**src/rtl/axil_pkg.sv**
```systemverilog
// Shared AXI-Lite definitions for the read master (and the planned write master).
// Contents: RRESP/BRESP codes, read-master FSM state type, default bus widths.
package axil_pkg;

    localparam int unsigned AXIL_ADDR_W = 32;
    localparam int unsigned AXIL_DATA_W = 32;

    localparam logic [1:0] RESP_OKAY   = 2'b00;
    localparam logic [1:0] RESP_EXOKAY = 2'b01;
    localparam logic [1:0] RESP_SLVERR = 2'b10;
    localparam logic [1:0] RESP_DECERR = 2'b11;

    typedef enum logic [2:0] {
        StIdle,
        StAr,
        StR,
        StRsp,
        StDrainAr,
        StDrainR
    } rd_state_e;

endpackage

```
**src/rtl/axi_lite_master_read_if.sv**
```systemverilog
// AXI-Lite read-channel bundle (AR + R).
// master modport: drives arvalid/araddr/arprot/rready, receives arready/rvalid/rdata/rresp.
// slave modport:  the mirror image.
interface axi_lite_master_read_if
    import axil_pkg::*;
#(
    parameter int unsigned ADDR_W = AXIL_ADDR_W,
    parameter int unsigned DATA_W = AXIL_DATA_W
);
    logic              arvalid;
    logic              arready;
    logic [ADDR_W-1:0] araddr;
    logic [2:0]        arprot;
    logic              rvalid;
    logic              rready;
    logic [DATA_W-1:0] rdata;
    logic [1:0]        rresp;

    modport master (
        output arvalid, araddr, arprot, rready,
        input  arready, rvalid, rdata, rresp
    );

    modport slave (
        input  arvalid, araddr, arprot, rready,
        output arready, rvalid, rdata, rresp
    );
endinterface

```
**src/rtl/axil_timeout_counter.sv**
```systemverilog
// Transaction watchdog shared by the AXI-Lite masters.
// Ports: clk/rst (async active-high), enable (count this cycle), clear (restart from 0),
// expired (count reached TIMEOUT_CYCLES-1 while enabled). TIMEOUT_CYCLES = 0 never expires.
module axil_timeout_counter #(
    parameter int unsigned TIMEOUT_CYCLES = 256
) (
    input  logic clk,
    input  logic rst,
    input  logic enable,
    input  logic clear,
    output logic expired
);
    generate
        if (TIMEOUT_CYCLES == 0) begin : g_disabled
            assign expired = 1'b0;
        end else begin : g_enabled
            localparam int unsigned CntW = $clog2(TIMEOUT_CYCLES + 1);
            localparam logic [CntW-1:0] Last = CntW'(TIMEOUT_CYCLES - 1);

            logic [CntW-1:0] count_q;

            // Saturates at Last so a waiter that outlives one expiry still sees it.
            always_ff @(posedge clk or posedge rst) begin
                if (rst) begin
                    count_q <= '0;
                end else if (clear) begin
                    count_q <= '0;
                end else if (enable && (count_q != Last)) begin
                    count_q <= count_q + 1'b1;
                end
            end

            assign expired = enable && (count_q == Last);
        end
    endgenerate
endmodule

```
**src/rtl/axi_lite_master_read.sv**
```systemverilog
// Single-outstanding AXI-Lite read master with a watchdog.
// Ports: M_AXIL_ACLK/M_AXIL_ARESET (async active-high); cmd_* local read command
// (valid/ready, byte address, prot); rsp_* response (valid/ready, data, RRESP, timeout flag);
// m_axil AXI-Lite AR/R channels (master modport).
// A timed-out transaction is still completed on the bus afterwards (DRAIN states) so the
// slave never sees a withdrawn address or an unconsumed R beat.
module axi_lite_master_read
    import axil_pkg::*;
#(
    parameter int unsigned ADDR_W         = AXIL_ADDR_W,
    parameter int unsigned DATA_W         = AXIL_DATA_W,
    parameter int unsigned TIMEOUT_CYCLES = 256
) (
    input  logic                  M_AXIL_ACLK,
    input  logic                  M_AXIL_ARESET,
    input  logic                  cmd_valid,
    output logic                  cmd_ready,
    input  logic [ADDR_W-1:0]     cmd_addr,
    input  logic [2:0]            cmd_prot,
    output logic                  rsp_valid,
    input  logic                  rsp_ready,
    output logic [DATA_W-1:0]     rsp_data,
    output logic [1:0]            rsp_resp,
    output logic                  rsp_timeout,
    axi_lite_master_read_if.master m_axil
);
    rd_state_e         state_q, state_d;
    logic [ADDR_W-1:0] araddr_q, araddr_d;
    logic [2:0]        arprot_q, arprot_d;
    logic              arvalid_q, arvalid_d;
    logic              rready_q, rready_d;
    logic              rsp_valid_q, rsp_valid_d;
    logic [DATA_W-1:0] rsp_data_q, rsp_data_d;
    logic [1:0]        rsp_resp_q, rsp_resp_d;
    logic              rsp_timeout_q, rsp_timeout_d;
    // AR still owed to the bus after an AR-phase timeout.
    logic              ar_pend_q, ar_pend_d;
    logic              timer_clear;
    logic              timer_expired;

    axil_timeout_counter #(
        .TIMEOUT_CYCLES(TIMEOUT_CYCLES)
    ) u_timer (
        .clk    (M_AXIL_ACLK),
        .rst    (M_AXIL_ARESET),
        .enable ((state_q == StAr) || (state_q == StR)),
        .clear  (timer_clear),
        .expired(timer_expired)
    );

    // Gated by reset so the port reads 0 while reset is held and 1 right after release.
    assign cmd_ready = (state_q == StIdle) && !M_AXIL_ARESET;

    always_comb begin
        state_d       = state_q;
        araddr_d      = araddr_q;
        arprot_d      = arprot_q;
        rsp_data_d    = rsp_data_q;
        rsp_resp_d    = rsp_resp_q;
        rsp_timeout_d = rsp_timeout_q;
        ar_pend_d     = ar_pend_q;
        timer_clear   = 1'b0;
        unique case (state_q)
            StIdle: begin
                if (cmd_valid && cmd_ready) begin
                    state_d     = StAr;
                    araddr_d    = {cmd_addr[ADDR_W-1:2], 2'b00};
                    arprot_d    = cmd_prot;
                    timer_clear = 1'b1;
                end
            end
            StAr: begin
                if (m_axil.arready) begin
                    state_d = StR;
                end else if (timer_expired) begin
                    state_d       = StRsp;
                    rsp_data_d    = '0;
                    rsp_resp_d    = RESP_SLVERR;
                    rsp_timeout_d = 1'b1;
                    ar_pend_d     = 1'b1;
                end
            end
            StR: begin
                if (m_axil.rvalid) begin
                    state_d       = StRsp;
                    rsp_data_d    = m_axil.rdata;
                    rsp_resp_d    = m_axil.rresp;
                    rsp_timeout_d = 1'b0;
                end else if (timer_expired) begin
                    state_d       = StRsp;
                    rsp_data_d    = '0;
                    rsp_resp_d    = RESP_SLVERR;
                    rsp_timeout_d = 1'b1;
                    ar_pend_d     = 1'b0;
                end
            end
            StRsp: begin
                // ARVALID stays up here after an AR timeout; the slave may accept meanwhile.
                if (ar_pend_q && m_axil.arready) begin
                    ar_pend_d = 1'b0;
                end
                if (rsp_ready) begin
                    if (!rsp_timeout_q) begin
                        state_d = StIdle;
                    end else if (ar_pend_d) begin
                        state_d = StDrainAr;
                    end else begin
                        state_d = StDrainR;
                    end
                end
            end
            StDrainAr: begin
                if (m_axil.arready) begin
                    state_d   = StDrainR;
                    ar_pend_d = 1'b0;
                end
            end
            StDrainR: begin
                if (m_axil.rvalid) begin
                    state_d = StIdle;
                end
            end
            default: state_d = StIdle;
        endcase

        arvalid_d   = (state_d == StAr) || (state_d == StDrainAr) ||
                      ((state_d == StRsp) && ar_pend_d);
        rready_d    = (state_d == StR) || (state_d == StDrainR);
        rsp_valid_d = (state_d == StRsp);
    end

    always_ff @(posedge M_AXIL_ACLK or posedge M_AXIL_ARESET) begin
        if (M_AXIL_ARESET) begin
            state_q       <= StIdle;
            araddr_q      <= '0;
            arprot_q      <= '0;
            arvalid_q     <= 1'b0;
            rready_q      <= 1'b0;
            rsp_valid_q   <= 1'b0;
            rsp_data_q    <= '0;
            rsp_resp_q    <= '0;
            rsp_timeout_q <= 1'b0;
            ar_pend_q     <= 1'b0;
        end else begin
            state_q       <= state_d;
            araddr_q      <= araddr_d;
            arprot_q      <= arprot_d;
            arvalid_q     <= arvalid_d;
            rready_q      <= rready_d;
            rsp_valid_q   <= rsp_valid_d;
            rsp_data_q    <= rsp_data_d;
            rsp_resp_q    <= rsp_resp_d;
            rsp_timeout_q <= rsp_timeout_d;
            ar_pend_q     <= ar_pend_d;
        end
    end

    assign m_axil.arvalid = arvalid_q;
    assign m_axil.araddr  = araddr_q;
    assign m_axil.arprot  = arprot_q;
    assign m_axil.rready  = rready_q;
    assign rsp_valid      = rsp_valid_q;
    assign rsp_data       = rsp_data_q;
    assign rsp_resp       = rsp_resp_q;
    assign rsp_timeout    = rsp_timeout_q;
endmodule

```
**src/flat_wrapper.sv**
```systemverilog
// flat-port wrapper written by rule: the top's interface ports become plain ports
module axi_lite_master_read_flat import axil_pkg::*;
#(
    parameter int unsigned ADDR_W         = AXIL_ADDR_W,
    parameter int unsigned DATA_W         = AXIL_DATA_W,
    parameter int unsigned TIMEOUT_CYCLES = 256
)
  (M_AXIL_ACLK, M_AXIL_ARESET, cmd_valid, cmd_ready, cmd_addr, cmd_prot, rsp_valid, rsp_ready, rsp_data, rsp_resp, rsp_timeout, m_axil_arvalid, m_axil_araddr, m_axil_arprot, m_axil_rready, m_axil_arready, m_axil_rvalid, m_axil_rdata, m_axil_rresp);
  axi_lite_master_read_if #(.ADDR_W(ADDR_W), .DATA_W(DATA_W)) m_axil_i ();
  input  logic M_AXIL_ACLK;
  input  logic M_AXIL_ARESET;
  input  logic cmd_valid;
  output logic cmd_ready;
  input  logic [ADDR_W-1:0] cmd_addr;
  input  logic [2:0] cmd_prot;
  output logic rsp_valid;
  input  logic rsp_ready;
  output logic [DATA_W-1:0] rsp_data;
  output logic [1:0] rsp_resp;
  output logic rsp_timeout;
  output wire logic [$bits(m_axil_i.arvalid)-1:0] m_axil_arvalid;
  output wire logic [$bits(m_axil_i.araddr)-1:0] m_axil_araddr;
  output wire logic [$bits(m_axil_i.arprot)-1:0] m_axil_arprot;
  output wire logic [$bits(m_axil_i.rready)-1:0] m_axil_rready;
  input wire logic [$bits(m_axil_i.arready)-1:0] m_axil_arready;
  input wire logic [$bits(m_axil_i.rvalid)-1:0] m_axil_rvalid;
  input wire logic [$bits(m_axil_i.rdata)-1:0] m_axil_rdata;
  input wire logic [$bits(m_axil_i.rresp)-1:0] m_axil_rresp;
  assign m_axil_arvalid = m_axil_i.arvalid;
  assign m_axil_araddr = m_axil_i.araddr;
  assign m_axil_arprot = m_axil_i.arprot;
  assign m_axil_rready = m_axil_i.rready;
  assign m_axil_i.arready = m_axil_arready;
  assign m_axil_i.rvalid = m_axil_rvalid;
  assign m_axil_i.rdata = m_axil_rdata;
  assign m_axil_i.rresp = m_axil_rresp;
  axi_lite_master_read #(.ADDR_W(ADDR_W), .DATA_W(DATA_W), .TIMEOUT_CYCLES(TIMEOUT_CYCLES)) u_core (.M_AXIL_ACLK(M_AXIL_ACLK), .M_AXIL_ARESET(M_AXIL_ARESET), .cmd_valid(cmd_valid), .cmd_ready(cmd_ready), .cmd_addr(cmd_addr), .cmd_prot(cmd_prot), .rsp_valid(rsp_valid), .rsp_ready(rsp_ready), .rsp_data(rsp_data), .rsp_resp(rsp_resp), .rsp_timeout(rsp_timeout), .m_axil(m_axil_i));
endmodule
```
**config.mk**
```make
export PLATFORM = sky130hd
export DESIGN_NAME = axi_lite_master_read_flat
export DESIGN_NICKNAME = d
export VERILOG_FILES = /design/src/rtl/axil_pkg.sv /design/src/rtl/axi_lite_master_read_if.sv /design/src/rtl/axil_timeout_counter.sv /design/src/rtl/axi_lite_master_read.sv /design/src/flat_wrapper.sv
export SDC_FILE = /design/constraint.sdc
export NUM_CORES = 1
export LEC_CHECK = 0
export BUFFER_PORTS_ARGS = -buffer_cell sky130_fd_sc_hd__buf_2
export CAP_MARGIN = 20
export CORE_ASPECT_RATIO = 1.1
export CORE_MARGIN = 1.5
export CORE_UTILIZATION = 51
export CTS_CLUSTER_SIZE = 12
export DETAILED_ROUTE_END_ITERATION = 12
export PLACE_DENSITY_LB_ADDON = 0.3
export SLEW_MARGIN = 20
export SYNTH_ARGS = -nofsm -noshare
export SYNTH_HDL_FRONTEND = slang
export SYNTH_SLANG_ARGS = --single-unit
export TNS_END_PERCENT = 50
```
**constraint.sdc**
```tcl
create_clock -name M_AXIL_ACLK -period 6.9 [get_ports M_AXIL_ACLK]
set_input_delay 0.345 -clock M_AXIL_ACLK [delete_from_list [all_inputs] [get_ports M_AXIL_ACLK]]
set_output_delay 0.345 -clock M_AXIL_ACLK [all_outputs]
set_load 0.05 [all_outputs]
```
# Word level (Yosys, flattened, before mapping)
# Index checks and enable logic that the tools add are counted.
# classes
n_addsub	1
eq_ne	13
muxes	34
n_reduce_logical	16
# ops
op	count
32-bit 2-to-1 mux	3
32-bit one-hot mux with 2 select lines	1
3-bit 2-to-1 mux	8
9-bit 2-to-1 mux	2
3-bit one-hot mux with 6 select lines	1
1-bit 2-to-1 mux	13
3-bit by 2-bit equality test with 1-bit output, second input constant	4
3-bit equality test, second input constant	4
9-bit by 1-bit adder with 9-bit output, second input constant	1
9-bit by 8-bit equality test with 1-bit output, second input constant	1
9-bit by 8-bit inequality test with 1-bit output, second input constant	1
3-bit by 1-bit equality test with 1-bit output, second input constant	2
1-bit logical AND	6
2-bit 2-to-1 mux	3
1-bit logical OR	4
1-bit one-hot mux with 4 select lines	1
2-bit one-hot mux with 2 select lines	1
2-bit AND reduction	2
2-bit nonzero test	2
3-bit logical NOT	1
2-bit inequality test, second input constant	1
1-bit one-hot mux with 2 select lines	1
1-bit logical NOT	1
# word_totals
register_bits	84
inputBits	75
out_inout_bits	74
elab_cells	75

# Logic depth before layout (Yosys ltp)
# logic_depth
depth_word	10
mapped_depth	10
ltp_nobuf	9

# By module
# Synthesis repeated with hierarchy kept, for this count alone.
# hier_totals
cells_unflattened	327
area_unflattened_um2	3622.2
# by_module_without_submodules
module	n_inst	cells_per_inst	area_per_inst_um2	seq_area_each_um2
axi_lite_master_read	1	278	3135.5	1876.8
axil_timeout_counter	1	49	486.7	225.2

# Worst setup path after synthesis
# No wires, ideal clock.
# synth_timing
path_kind	reg2reg
from	reg u_core.state_q[1]
to	reg u_core.araddr_q[2] (netlist: u_core.m_axil.araddr[2])
setup_time_ns	0.125
t_arrival_ns	2.342
required_ns	6.775
path_slack_ns	4.433
stages_incl_launch_ff	7
n_path_buf	3
synth_period_minus_slack_ns	2.467
cell_sequence	dfrtp_1 -> buf_6 -> nor4_2 -> and2_1 -> buf_6 -> buf_4 -> mux2_2
# synth_via
elab_chain_cells	4
# synth_lines
element	line_no	rtl
start, declared	axi_lite_master_read.sv:27	rd_state_e state_q, state_d;
start signal, assigned	axi_lite_master_read.sv:134	state_q <= StIdle;
start signal, assigned	axi_lite_master_read.sv:145	state_q <= state_d;
3-bit logical NOT	axi_lite_master_read.sv:52	assign cmd_ready = (state_q == StIdle) && !M_AXIL_ARESET;
1-bit logical AND	axi_lite_master_read.sv:52	
via cmd_ready	flat_wrapper.sv:13	output logic cmd_ready;
1-bit logical AND	axi_lite_master_read.sv:65	if (cmd_valid && cmd_ready) begin
2-bit AND reduction (no line)	n/a	
end signal, assigned	axi_lite_master_read.sv:146	araddr_q <= araddr_d;
end, declared	axi_lite_master_read.sv:28	logic [ADDR_W-1:0] araddr_q, araddr_d;
# The timed path passes the listed nets, and every way through them passes these cells.
# A chain may end at the register's enable or synchronous reset.

# Worst setup path after layout
# layout_timing
from	reg u_core.u_timer.g_enabled.count_q[0]
to	reg u_core.rready_q (netlist: u_core.m_axil.rready)
# layout_via
elab_chain_cells	7
elab_cells_between_ends	9
classes_between	eq/ne (3); mux (4); reduce/logical (2)
# layout_lines
element	line_no	rtl
start, declared	axil_timeout_counter.sv:20	logic [CntW-1:0] count_q;
start signal, assigned	axil_timeout_counter.sv:29	count_q <= count_q + 1'b1;
9-bit by 8-bit equality test with 1-bit output *	axil_timeout_counter.sv:33	assign expired = enable && (count_q == Last);
1-bit logical AND *	axil_timeout_counter.sv:33	
3-bit 2-to-1 mux *	axi_lite_master_read.sv:75, axi_lite_master_read.sv:89	
3-bit 2-to-1 mux (on tied branches)	axi_lite_master_read.sv:84, axi_lite_master_read.sv:73	
3-bit one-hot mux with 6 select lines *	axi_lite_master_read.sv:63	unique case (state_q)
via u_core.state_d[0]	axi_lite_master_read.sv:27	
3-bit by 2-bit equality test with 1-bit output or 3-bit equality test (tied branches)	axi_lite_master_read.sv:128	rready_d = (state_d == StR) || (state_d == StDrainR);
1-bit logical OR *	axi_lite_master_read.sv:128	
via u_core.rready_d	axi_lite_master_read.sv:31	logic rready_q, rready_d;
end signal, assigned	axi_lite_master_read.sv:149	rready_q <= rready_d;
end, declared	axi_lite_master_read.sv:31	
# The timed path passes the listed nets; every way through them passes the cells marked *.

==> flow_summary_export.csv <==
group,metric,value,unit
critical_path,critPathCaptureType,"flip-flop",
drt,drcViolationCount,0,
status,status,"finished, final reports clean",
yosys,ys_seq_area_share,60.2,%
timing,fin_crit_sh,36.6,%
critical_path,criticalPathCategory,"reg -> reg",
yosys,synth-edff-count,0,
power,vdd_drop_max,0.370,mV
grt,grt_pass1_vias,2441,
grt,grt.total_usage,20.1,%
yosys,postSynthCellCount,246,
critical_path,arrival,2.74,ns
floorplanning,core_area,6590,um^2
cts,cts_buffers,9,
critical_path,ff2ff_setup_slack,4.37,ns
cts,cts_root_buffer,"clkbuf_8",
floorplanning,std_cell_rows,31,
yosys,ys_warn_count,0,
critical_path,max_stage_delay,0.41,ns
floorplanning,die_y,89.8,um
timing,slew_violations,0,
cts,cts_resized,0,
placement,gp_congestion,0.787,
cells_and_area,antenna_cells,0,
grt,grt_start_max_net_pins,85,
cells_and_area,area_growth,26.4,%
drt,drt_wl_total,7.10,mm
critical_path,crit_buf_inv,1,
floorplanning,io-pin-count,149,
critical_path,cp-startpoint,"u_core.u_timer.g_enabled.count_q[0]",
critical_path,cp.depth,10,
floorplanning,start_util,53.0,%
floorplanning,die_area,7360,um^2
critical_path,crit_family,"simple AND/OR/NAND/NOR gates",
cts,cts_tree,"done",
cts,cts_max_level,3,
timing,worst_pin_slew,0.731,ns
critical_path,r2r_cells,10,
floorplanning,die_w,81.9,um
drt,vias_per_cell,5.19,
yosys,synth-seq-cells,84,
cells_and_area,drive_above_1_share,53.2,%
cts,clk_latency,0.35,ns
timing,layout_min_cycle_time,2.53,ns
power,power_density,588,nW/um^2
cts,path_clk_slew,0.09,ns
critical_path,crit_slowest_cell,"dfrtp_1",
flow_run,maxCapViolations,0,
drt,wl_per_cell,14.9,um
timing,finClkSkew,0.00957,ns
timing,final-hold-violation-count,0,
yosys,synth_cell_type_count,43,
placement,portBuffers,144,
cells_and_area,nNetsFinal,465,
drt,drtAntennaViolNets,0,
grt,antenna_found_initial,0,
yosys,async_reset_ff_share,100,%
placement,hpwl,4.91,mm
worst_hold_path,min_path_type,"in -> reg",
yosys,syn-cell-area,3490,um^2
drt,dr_total_vias,2467,
timing,setup-tns-final,0,ns
critical_path,crit_end,"u_core.m_axil.rready",
cells_and_area,post-route-util,66.9,%
yosys,synth.avg_cell_area,14.2,um^2
timing,fmax,396,MHz
timing,slew_headroom,51.2,%
cts,clockBufferDepth,2,
power,p_leak,2.30,nW
critical_path,timing.rr.end,"u_core.m_axil.rready",
grt,grt_pass1_wl,11.3,mm
cts,cts_setup_buffers,0,
critical_path,worstPathRequired,7.11,ns
critical_path,path_cells,"ha_1, and3_1, and3_1, ha_1, nor2_1, a2bb2oi_2, or2_1, buf_4, o2111ai_4, mux2i_1",
cts,cts.sinks,84,
critical_path,timing.rr.start,"u_core.u_timer.g_enabled.count_q[0]",
grt,grt_overflow_total,0,
timing,rsz0062_at_grt,"no",
timing,setup_viol,0,
drt,drt-initial-drc-count,123,
cts,cts-hold-fix-buffers,0,
critical_path,cp_max_fo,35,
drt,drtPass1Iterations,4,
yosys,ys_dominant_reg_cell,"dfrtp_1",
critical_path,critPathLaunchType,"flip-flop",
power,power.total,0.00260,W
## report_power, final
group	internal (W)	switching (W)	leakage, nW	total (W)
Combinational	0.000391	0.000983	1.15	0.00137
Sequential	0.000712	0.000124	1.04	0.000835
Clock	0.000215	0.000173	0.106	0.000388
## synthesized netlist by cell type (2+ instances only)
master | count | share of area (%)
inv_1 | 7 | 0.75
nand3_1 | 2 | 0.29
nand2_1 | 4 | 0.43
dfrtp_1 | 84 | 60
and3_1 | 5 | 0.90
a22o_1 | 35 | 8.8
buf_4 | 4 | 0.86
mux2_2 | 33 | 11
nand2b_4 | 2 | 0.79
ha_1 | 2 | 0.72
nand4_1 | 3 | 0.54
and2_1 | 2 | 0.36
xor2_1 | 6 | 1.5
buf_6 | 8 | 2.6
nor2_1 | 11 | 1.2
o21ai_0 | 4 | 0.57
a21oi_1 | 2 | 0.29
mux2i_1 | 2 | 0.57
buf_2 | 4 | 0.57
nor2b_1 | 3 | 0.54
## worst reg2reg max path, cell delays in order, from the launching register on
cell	delay, ns
dfrtp_1	0.41
ha_1	0.23
and3_1	0.18
and3_1	0.19
ha_1	0.30
nor2_1	0.15
a2bb2oi_2	0.13
or2_1	0.10
buf_4	0.35
o2111ai_4	0.22
mux2i_1	0.15
## registers in the layout, summed over array words and instances, names as in the netlist, 2 cells and up
name	cells
u_core.state_q	3
u_core.rsp_data	32
u_core.m_axil.arprot	3
u_core.u_timer.g_enabled.count_q	9
u_core.m_axil.araddr	30
u_core.rsp_resp	2
## layout by cell type (no fill, tap or decap), types with 3 or more instances in the layout
cell,instances
dfrtp_1,84
o21ai_0,4
and3_1,5
buf_2,144
a22o_1,35
nor2b_1,3
mux2_2,33
nand2_1,4
nand4_1,3
nor2_1,11
inv_1,6
xor2_1,6
clkbuf_8,10
## layout make-up
class,count,area [um^2]
Fill cell,495,2180
Sequential cell,84,2100
Multi-Input combinational cell,139,1210
Timing Repair Buffer,147,747
Clock buffer,11,141
Tap cell,82,103
Clock inverter,5,83.8
Inverter,7,27.5
## routing by layer
metal	track usage [%]	wire length [um]
met3	4.67	360
met1	25.6	3070
met4	10.2	178
met5	0	0
met2	31.6	3490
## metrics by stage
step | hold slack [ns] | instances | setup slack (ns) | instance area, um^2
2_1_floorplan | 0.466 | 247 | 4.39 | 3500
3_3_place_gp | 0.477 | 459 | 4.40 | 4180
3_5_place_dp | 0.476 | 459 | 4.38 | 4180
4_1_cts | 0.199 | 475 | 4.37 | 4410
5_1_grt | 0.196 | 475 | 4.19 | 4410
6_report | 0.214 | 475 | 4.37 | 4410
## logic make-up (layout without fill, tap and decap cells)
kind of cell	after synthesis	after routing	synth area share, %
xor gates and xnor gates	6	6	1.50
adders and majority gates	2	2	0.716
and+or+nand+nor	41	41	7.27
buffers and inverters	24	170	5.34
other	1	2	0.107
muxes	36	36	11.6
DFF	84	84	60.2
AOI/OAI and AO/OA	52	52	13.3
## how the worst min path moves through the flow
stage	start	end	slack, ns	cells past startpoint
final	m_axil_rresp[0]	u_core.rsp_resp[0]	0.21	2
after global routing	m_axil_rdata[7]	u_core.rsp_data[7]	0.20	2
after CTS	m_axil_rresp[0]	u_core.rsp_resp[0]	0.20	2
after detailed placement	u_core.rsp_data[6]	u_core.rsp_data[6]	0.48	1
after global placement	u_core.rsp_resp[0]	u_core.rsp_resp[0]	0.48	1
after floorplan	u_core.u_timer.g_enabled.count_q[8]	u_core.u_timer.g_enabled.count_q[8]	0.47	1
(Power assumes the default switching activity.)
